$ cat src/rtl/fpcvt_pkg.sv
// Shared types for the fpcvt scheduler: fp8 result layout and FSM states.
// The FPCVT_SAT_EN macro (see fpcvt_sched) does not affect this package.
package fpcvt_pkg;

  localparam int FP_IN_W = 12;
  localparam int FP_E_W  = 3;
  localparam int FP_F_W  = 4;

  typedef struct packed {
    logic              s;
    logic [FP_E_W-1:0] e;
    logic [FP_F_W-1:0] f;
  } fp8_t;

  typedef enum logic [1:0] {
    IDLE = 2'd0,
    CONV = 2'd1,
    RESP = 2'd2
  } sched_state_t;

endpackage

$ cat src/rtl/fpcvt_core.sv
// Combinational 12-bit two's-complement to sign/3-bit exponent/4-bit fraction converter.
// FPCVT_SAT_EN adds the sat output flagging a clamped (unroundable) result.
module fpcvt_core
  import fpcvt_pkg::*;
(
  input  logic signed [FP_IN_W-1:0] din,
  output fp8_t                      dout
`ifdef FPCVT_SAT_EN
  ,
  output logic                      sat
`endif
);

  logic [FP_IN_W-1:0] mag;
  logic [FP_IN_W-1:0] shifted;
  logic [3:0]         lz;
  logic [FP_E_W-1:0]  e_raw;
  logic [FP_E_W+FP_F_W-1:0] ef_rnd;
  logic               min_neg;

  // Round-half-up on the first dropped bit; a fraction carry renormalises
  // into the exponent unless the exponent is already at its top code.
  function automatic logic [FP_E_W+FP_F_W-1:0] round_ef(
    input logic [FP_E_W-1:0] e,
    input logic [FP_F_W-1:0] f,
    input logic              r
  );
    if (!r)
      return {e, f};
    else if (f != 4'hF)
      return {e, f + 4'd1};
    else if (e != 3'd7)
      return {e + 3'd1, 4'b1000};
    else
      return {e, f};
  endfunction

`ifdef FPCVT_SAT_EN
  function automatic logic sat_hit(
    input logic [FP_E_W-1:0] e,
    input logic [FP_F_W-1:0] f,
    input logic              r
  );
    return r && (f == 4'hF) && (e == 3'd7);
  endfunction
`endif

  always_comb begin
    mag     = din[FP_IN_W-1] ? $unsigned(-din) : $unsigned(din);
    shifted = mag;
    lz      = 4'd0;
    // Normalise: at most 8 shifts, so tiny magnitudes end up denormal-like with E=0.
    for (int i = 0; i < 8; i++) begin
      if (!shifted[FP_IN_W-1]) begin
        shifted = shifted << 1;
        lz      = lz + 4'd1;
      end
    end
    e_raw   = (lz == 4'd0) ? 3'd7 : 3'(4'd8 - lz);
    ef_rnd  = round_ef(e_raw, shifted[11:8], shifted[7]);
    // -2048 has no positive magnitude in 12 bits; clamp it to the largest code.
    min_neg = din[FP_IN_W-1] && (din[FP_IN_W-2:0] == '0);
    dout.s  = din[FP_IN_W-1];
    dout.e  = min_neg ? 3'd7  : ef_rnd[FP_E_W+FP_F_W-1:FP_F_W];
    dout.f  = min_neg ? 4'hF : ef_rnd[FP_F_W-1:0];
  end

`ifdef FPCVT_SAT_EN
  assign sat = min_neg | sat_hit(e_raw, shifted[11:8], shifted[7]);
`endif

endmodule

$ cat src/rtl/fpcvt_sched.sv
// Round-robin scheduler sharing one fpcvt_core among NREQ sample requesters.
// Define FPCVT_SAT_EN to add the registered out_sat port.
module fpcvt_sched
  import fpcvt_pkg::*;
#(
  parameter int NREQ = 4,
  parameter int IDW  = $clog2(NREQ)
) (
  input  logic                    clk,
  input  logic                    rst_n,
  input  logic [NREQ-1:0]         req_valid,
  input  logic [NREQ*FP_IN_W-1:0] req_data,
  output logic [NREQ-1:0]         req_ready,
  output logic                    out_valid,
  input  logic                    out_ready,
  output logic [IDW-1:0]          out_id,
  output logic                    out_s,
  output logic [FP_E_W-1:0]       out_e,
  output logic [FP_F_W-1:0]       out_f,
  output logic                    busy
`ifdef FPCVT_SAT_EN
  ,
  output logic                    out_sat
`endif
);

  sched_state_t             state;
  logic [IDW-1:0]           rr_ptr;
  logic [IDW-1:0]           ptr_nxt;
  logic [IDW-1:0]           gnt_idx;
  logic                     gnt_any;
  int                       idx;
  logic signed [FP_IN_W-1:0] samp_p0;
  logic [IDW-1:0]           id_p0;
  fp8_t                     conv_p1;
`ifdef FPCVT_SAT_EN
  logic                     sat_p1;
`endif

  // Arbitration: first valid at or after rr_ptr, only while idle and out of reset.
  always_comb begin
    gnt_any   = 1'b0;
    gnt_idx   = '0;
    idx       = 0;
    req_ready = '0;
    if (rst_n && (state == IDLE)) begin
      for (int k = 0; k < NREQ; k++) begin
        idx = (int'(rr_ptr) + k) % NREQ;
        if (!gnt_any && req_valid[idx]) begin
          gnt_any = 1'b1;
          gnt_idx = IDW'(idx);
        end
      end
    end
    if (gnt_any)
      req_ready[gnt_idx] = 1'b1;
  end

  assign ptr_nxt = IDW'((int'(gnt_idx) + 1) % NREQ);
  assign busy    = (state != IDLE);

  // Stage p0: captured sample and its requester index.
  always_ff @(posedge clk) begin
    if (gnt_any) begin
      samp_p0 <= $signed(req_data[int'(gnt_idx)*FP_IN_W +: FP_IN_W]);
      id_p0   <= gnt_idx;
    end
  end

  fpcvt_core u_core (
    .din  (samp_p0),
    .dout (conv_p1)
`ifdef FPCVT_SAT_EN
    ,
    .sat  (sat_p1)
`endif
  );

  // Stage p1: converted result registered onto the output port.
  always_ff @(posedge clk or negedge rst_n) begin
    if (!rst_n) begin
      state     <= IDLE;
      rr_ptr    <= '0;
      out_valid <= 1'b0;
      out_id    <= '0;
      out_s     <= 1'b0;
      out_e     <= '0;
      out_f     <= '0;
`ifdef FPCVT_SAT_EN
      out_sat   <= 1'b0;
`endif
    end else begin
      case (state)
        IDLE: begin
          if (gnt_any) begin
            rr_ptr <= ptr_nxt;
            state  <= CONV;
          end
        end
        CONV: begin
          out_valid <= 1'b1;
          out_id    <= id_p0;
          out_s     <= conv_p1.s;
          out_e     <= conv_p1.e;
          out_f     <= conv_p1.f;
`ifdef FPCVT_SAT_EN
          out_sat   <= sat_p1;
`endif
          state     <= RESP;
        end
        RESP: begin
          if (out_ready) begin
            out_valid <= 1'b0;
            state     <= IDLE;
          end
        end
        default: state <= IDLE;
      endcase
    end
  end

endmodule

$ cat config.mk
export PLATFORM = sky130hd
export DESIGN_NAME = fpcvt_sched
export DESIGN_NICKNAME = d
export VERILOG_FILES = /design/src/rtl/fpcvt_pkg.sv /design/src/rtl/fpcvt_core.sv /design/src/rtl/fpcvt_sched.sv
export SDC_FILE = /design/constraint.sdc
export NUM_CORES = 1
export LEC_CHECK = 0
export ABC_AREA = 1
export ABC_CLOCK_PERIOD_IN_PS = 7710
export BUFFER_PORTS_ARGS = -buffer_cell sky130_fd_sc_hd__clkbuf_2
export CELL_PAD_IN_SITES_DETAIL_PLACEMENT = 0
export CELL_PAD_IN_SITES_GLOBAL_PLACEMENT = 2
export CORE_AREA = 2 2 100 102
export CTS_BUF_LIST = sky130_fd_sc_hd__clkbuf_4
export DETAILED_ROUTE_END_ITERATION = 10
export DIE_AREA = 0 0 102 104
export PLACE_DENSITY_LB_ADDON = 0.1
export SLEW_MARGIN = 15
export SYNTH_ARGS = -nofsm -noshare
export SYNTH_HDL_FRONTEND = slang
export SYNTH_SLANG_ARGS = --single-unit
export TNS_END_PERCENT = 20
$ cat constraint.sdc
create_clock -name clk -period 7.71 [get_ports clk]
set_clock_uncertainty 0.15 [all_clocks]
set_input_delay 0 -clock clk [delete_from_list [all_inputs] [get_ports clk]]
set_output_delay 0 -clock clk [all_outputs]
set_load 0.02 [all_outputs]
==> results by group <==
Outcome
  – Status: finished, final reports clean

Worst setup path
  – Critical path's slowest cell: sky130_fd_sc_hd__edfxtp_1
  – Top fanout value on the critical path: 4
  – Crit-path leading delay family: adder cells
  – CP max stage delay: around 0.37 ns
  – CP most frequent cell: sky130_fd_sc_hd__nand2_1
  – Crit Path Category: register to register
  – Crit end category: register
  – Count of buffer and inverter cells on the critical path: 3
  – Launching element type of the critical path: register
  – Data arrival time of the worst path: about 5 ns
  – Critical Path RT: a little under 8 ns

Synth
  – Count of yosys warnings during synthesis: 0
  – Most used DFF post-synth: sky130_fd_sc_hd__dfrtp_1
  – Ys async rst share: 0.5172
  – FF+latch count, synth: 29
  – Synth cell types: slightly above 40
  – Synthesized area divided by synthesized cell count: 6.654 µm²
  – Count of flip-flops with a built-in enable after synthesis: 14
  – Combined area of all synthesized cells: 0.002994 mm²
  – Synthesized Nets: slightly above 500
  – Register area share after synthesis: 0.2658
  – Number of instances in the synthesized netlist: 450

Die
  – Top Ports: 71
  – Chip width: a little over 100 µm
  – Die Y-Extent: between 100 and 150 µm
  – Starting density of the core: 0.3135
  – Core ar.: between 0.009 and 0.01 mm²
  – Die area: about 0.011 mm²
  – Site row count: 36

Layout
  – Summed area of non-filler cells in the final layout: between 0.003 and 0.004 mm²
  – Flip-flop and latch area: 795.8 µm²
  – Final net count: just over 600
  – Area used by multi-input combinational logic: roughly 0.0019 mm²
  – Commonest non-fill, non-tap cells in the layout: 102 x sky130_fd_sc_hd__nand2_1, 70 x sky130_fd_sc_hd__clkbuf_2, 67 x sky130_fd_sc_hd__nor2_1, 45 x sky130_fd_sc_hd__inv_1, 38 x sky130_fd_sc_hd__nand3_1
  – Layout filler cell count: 1104
  – Most common library cell in the layout ignoring fill and taps: sky130_fd_sc_hd__nand2_1
  – Post-layout utilization of the core: 0.3957
  – Area growth from synthesis to layout: 26.20%
  – Antenna diodes: 0
  – Number of cells in the finished layout apart from fillers: 678
  – Layout cell share with drive strength beyond 1: 0.2440

Global routing
  – Number of global-route vias before repair: about 3100
  – Global router's overall resource usage: 0.1484
  – Maximum number of pins on one net before global-route repair: 29
  – Remaining global-route overflow: 0
  – Antenna violations before repair: 0
  – Global-route wire length before repair: between 10000 and 15000 µm

Clocking
  – Clock insertion delay at the later pin of the skew report: 0.32 ns
  – Clock slew at reported path FFs: around 0.10 ns
  – Master cell of the clock root buffer: sky130_fd_sc_hd__clkbuf_4
  – CTS tree: yes
  – Total of cells resized after clock tree synthesis: 0
  – H-tree depth: 2
  – Clk buf depth: 2
  – TritonCTS sink count: 29
  – Total clock buffers created by CTS: 5

Placement
  – Post-detailed-placement cell area: approximately 0.0035 mm²
  – Number of placed cells counting well taps: about 640
  – DPL Wire Length: about 6300 µm
  – Buffers on Ports: 70
  – Routability-driven placement congestion ratio: a little under 0.8

Timing
  – Hold Fails Final Rpt: 0
  – Worst slew pin tran: slightly below 0.8 ns
  – Max Slew Vio Count: 0
  – Hold Worst Slack: around 0.16 ns
  – Worst relative slew slack: 0.4801
  – Post-route clock period utilization: 0.6348
  – Number of failing setup endpoints in the final timing report: 0
  – Max Clk Rate: approximately 200 MHz
  – Tmin final: about 5 ns
  – Setup_tns: 0 ns
  – Setup repair after global routing missed its margin: false

Routing
  – Remaining antenna violation count after routing: 0
  – Post-Route WL: roughly 7500 µm
  – Routed via count: about 3100
  – Initial drt markers: between 100 and 150
  – Drt first pass iters: 4
  – Final routed DRC violation total: 0
  – Routed WL per cell: ~11 µm
  – Average vias per placed instance: 4.630

Flow run
  – # Max-Cap Violations: 0

Worst hold path
  – Hold/Removal Path Class: input port to register

Pwr
  – Worst vdd ir: ~130 µV
  – Static leakage power: 1.887 nW
  – Power per cell area: a little under 500 mW/mm²
-- layer usage --
metal | track usage | up-vias | share of wire
li1 | - | 1667 | -
met1 | 0.1902 | 1388 | 0.48
met2 | 0.2617 | 76 | 0.47
met3 | 0.01815 | 8 | 0.043
met4 | 0.03524 | 0 | 0.010
met5 | 0 | - | 0
-- cells by family (layout without fill, tap and decap cells) --
| kind of cell | after synthesis | in the layout | synth area share |
|---|---|---|---|
| simple gates | 254 | 254 | 0.4204 |
| compound gates | 76 | 76 | 0.1425 |
| buf+inv | 71 | 166 | 0.09653 |
| flops | 29 | 29 | 0.2658 |
| fa+ha+maj | 12 | 12 | 0.05014 |
| xor+xnor | 5 | 5 | 0.01463 |
| mux | 3 | 3 | 0.01003 |
-- what timing repair did --
item                                   in CTS  in global routing
endpoints found under the hold margin      29                  0
hold buffers                               27                  0
setup buffers                               0                  0
-- through the flow --
step | worst slack (ns) | total power [mW]
final | 2.816 | 1.866
after global routing | 2.282 | 2.114
after CTS | 2.766 | 1.897
after detailed placement | 2.789 | 1.734
after global placement | 2.850 | 1.736
after floorplan | 3.334 | 1.445
-- cell usage after synthesis (5+ instances only) --
| cell | number | area, µm² |
|---|---|---|
| sky130_fd_sc_hd__nor2_1 | 67 | 251.5 |
| sky130_fd_sc_hd__nand4_1 | 5 | 31.28 |
| sky130_fd_sc_hd__dfrtp_1 | 15 | 375.4 |
| sky130_fd_sc_hd__edfxtp_1 | 14 | 420.4 |
| sky130_fd_sc_hd__nand2_2 | 13 | 81.33 |
| sky130_fd_sc_hd__o21ai_0 | 36 | 180.2 |
| sky130_fd_sc_hd__nand2_4 | 5 | 56.30 |
| sky130_fd_sc_hd__inv_1 | 45 | 168.9 |
| sky130_fd_sc_hd__o21ai_1 | 6 | 30.03 |
| sky130_fd_sc_hd__inv_2 | 14 | 52.55 |
| sky130_fd_sc_hd__nand2_1 | 102 | 382.9 |
| sky130_fd_sc_hd__o22ai_1 | 12 | 75.07 |
| sky130_fd_sc_hd__ha_1 | 12 | 150.1 |
| sky130_fd_sc_hd__nand3_1 | 38 | 190.2 |
| sky130_fd_sc_hd__a21oi_1 | 10 | 50.05 |
-- tightest hold or removal path, delay by kind of cell --
| family | cells | cell delay, ns |
|---|---|---|
| buf+inv | 2 | 0.17 |
| simple gates | 4 | 0.36 |
| mux | 1 | 0.07 |
-- path summary, 6_finish.rpt --
check / from / endpoint / slack, ns / cells after the start
max in group asynchronous: rst_n / out_id[0] / 6.30 / 3
setup / recovery: samp_p0[0] / out_e[1] / 2.82 / 31
hold reg to reg: id_p0[1] / out_id[1] / 0.31 / 2
hold / removal: req_valid[3] / state[0] / 0.16 / 7
min in group asynchronous: rst_n / out_f[2] / 0.67 / 3
setup reg to reg: samp_p0[0] / out_e[1] / 2.82 / 31
-- flip-flops by register name, summed over array words and instances (netlist names) --
register,cells
out_e,3
out_id,2
out_valid,1
id_p0,2
samp_p0,12
out_f,4
out_s,1
rr_ptr,2
state,2
-- where the power goes --
part	total (mW)	internal, mW	leakage (nW)	switching, mW
sequential	0.309	0.254	0.305	0.0545
clock	0.0896	0.0343	0.0310	0.0552
combinational	1.47	0.537	1.55	0.931
-- area by class of cell --
| cell class | instances | share of cell area |
|---|---|---|
| clock inverter | 3 | 0.004636 |
| timing repair buffer | 97 | 0.1642 |
| inverter | 61 | 0.06126 |
| tap | 133 | 0.04404 |
| sequential | 29 | 0.2106 |
| clock buffer | 5 | 0.009934 |
| multi-input combinational | 350 | 0.5053 |
Note: power is estimated with default switching activity, not from simulation.
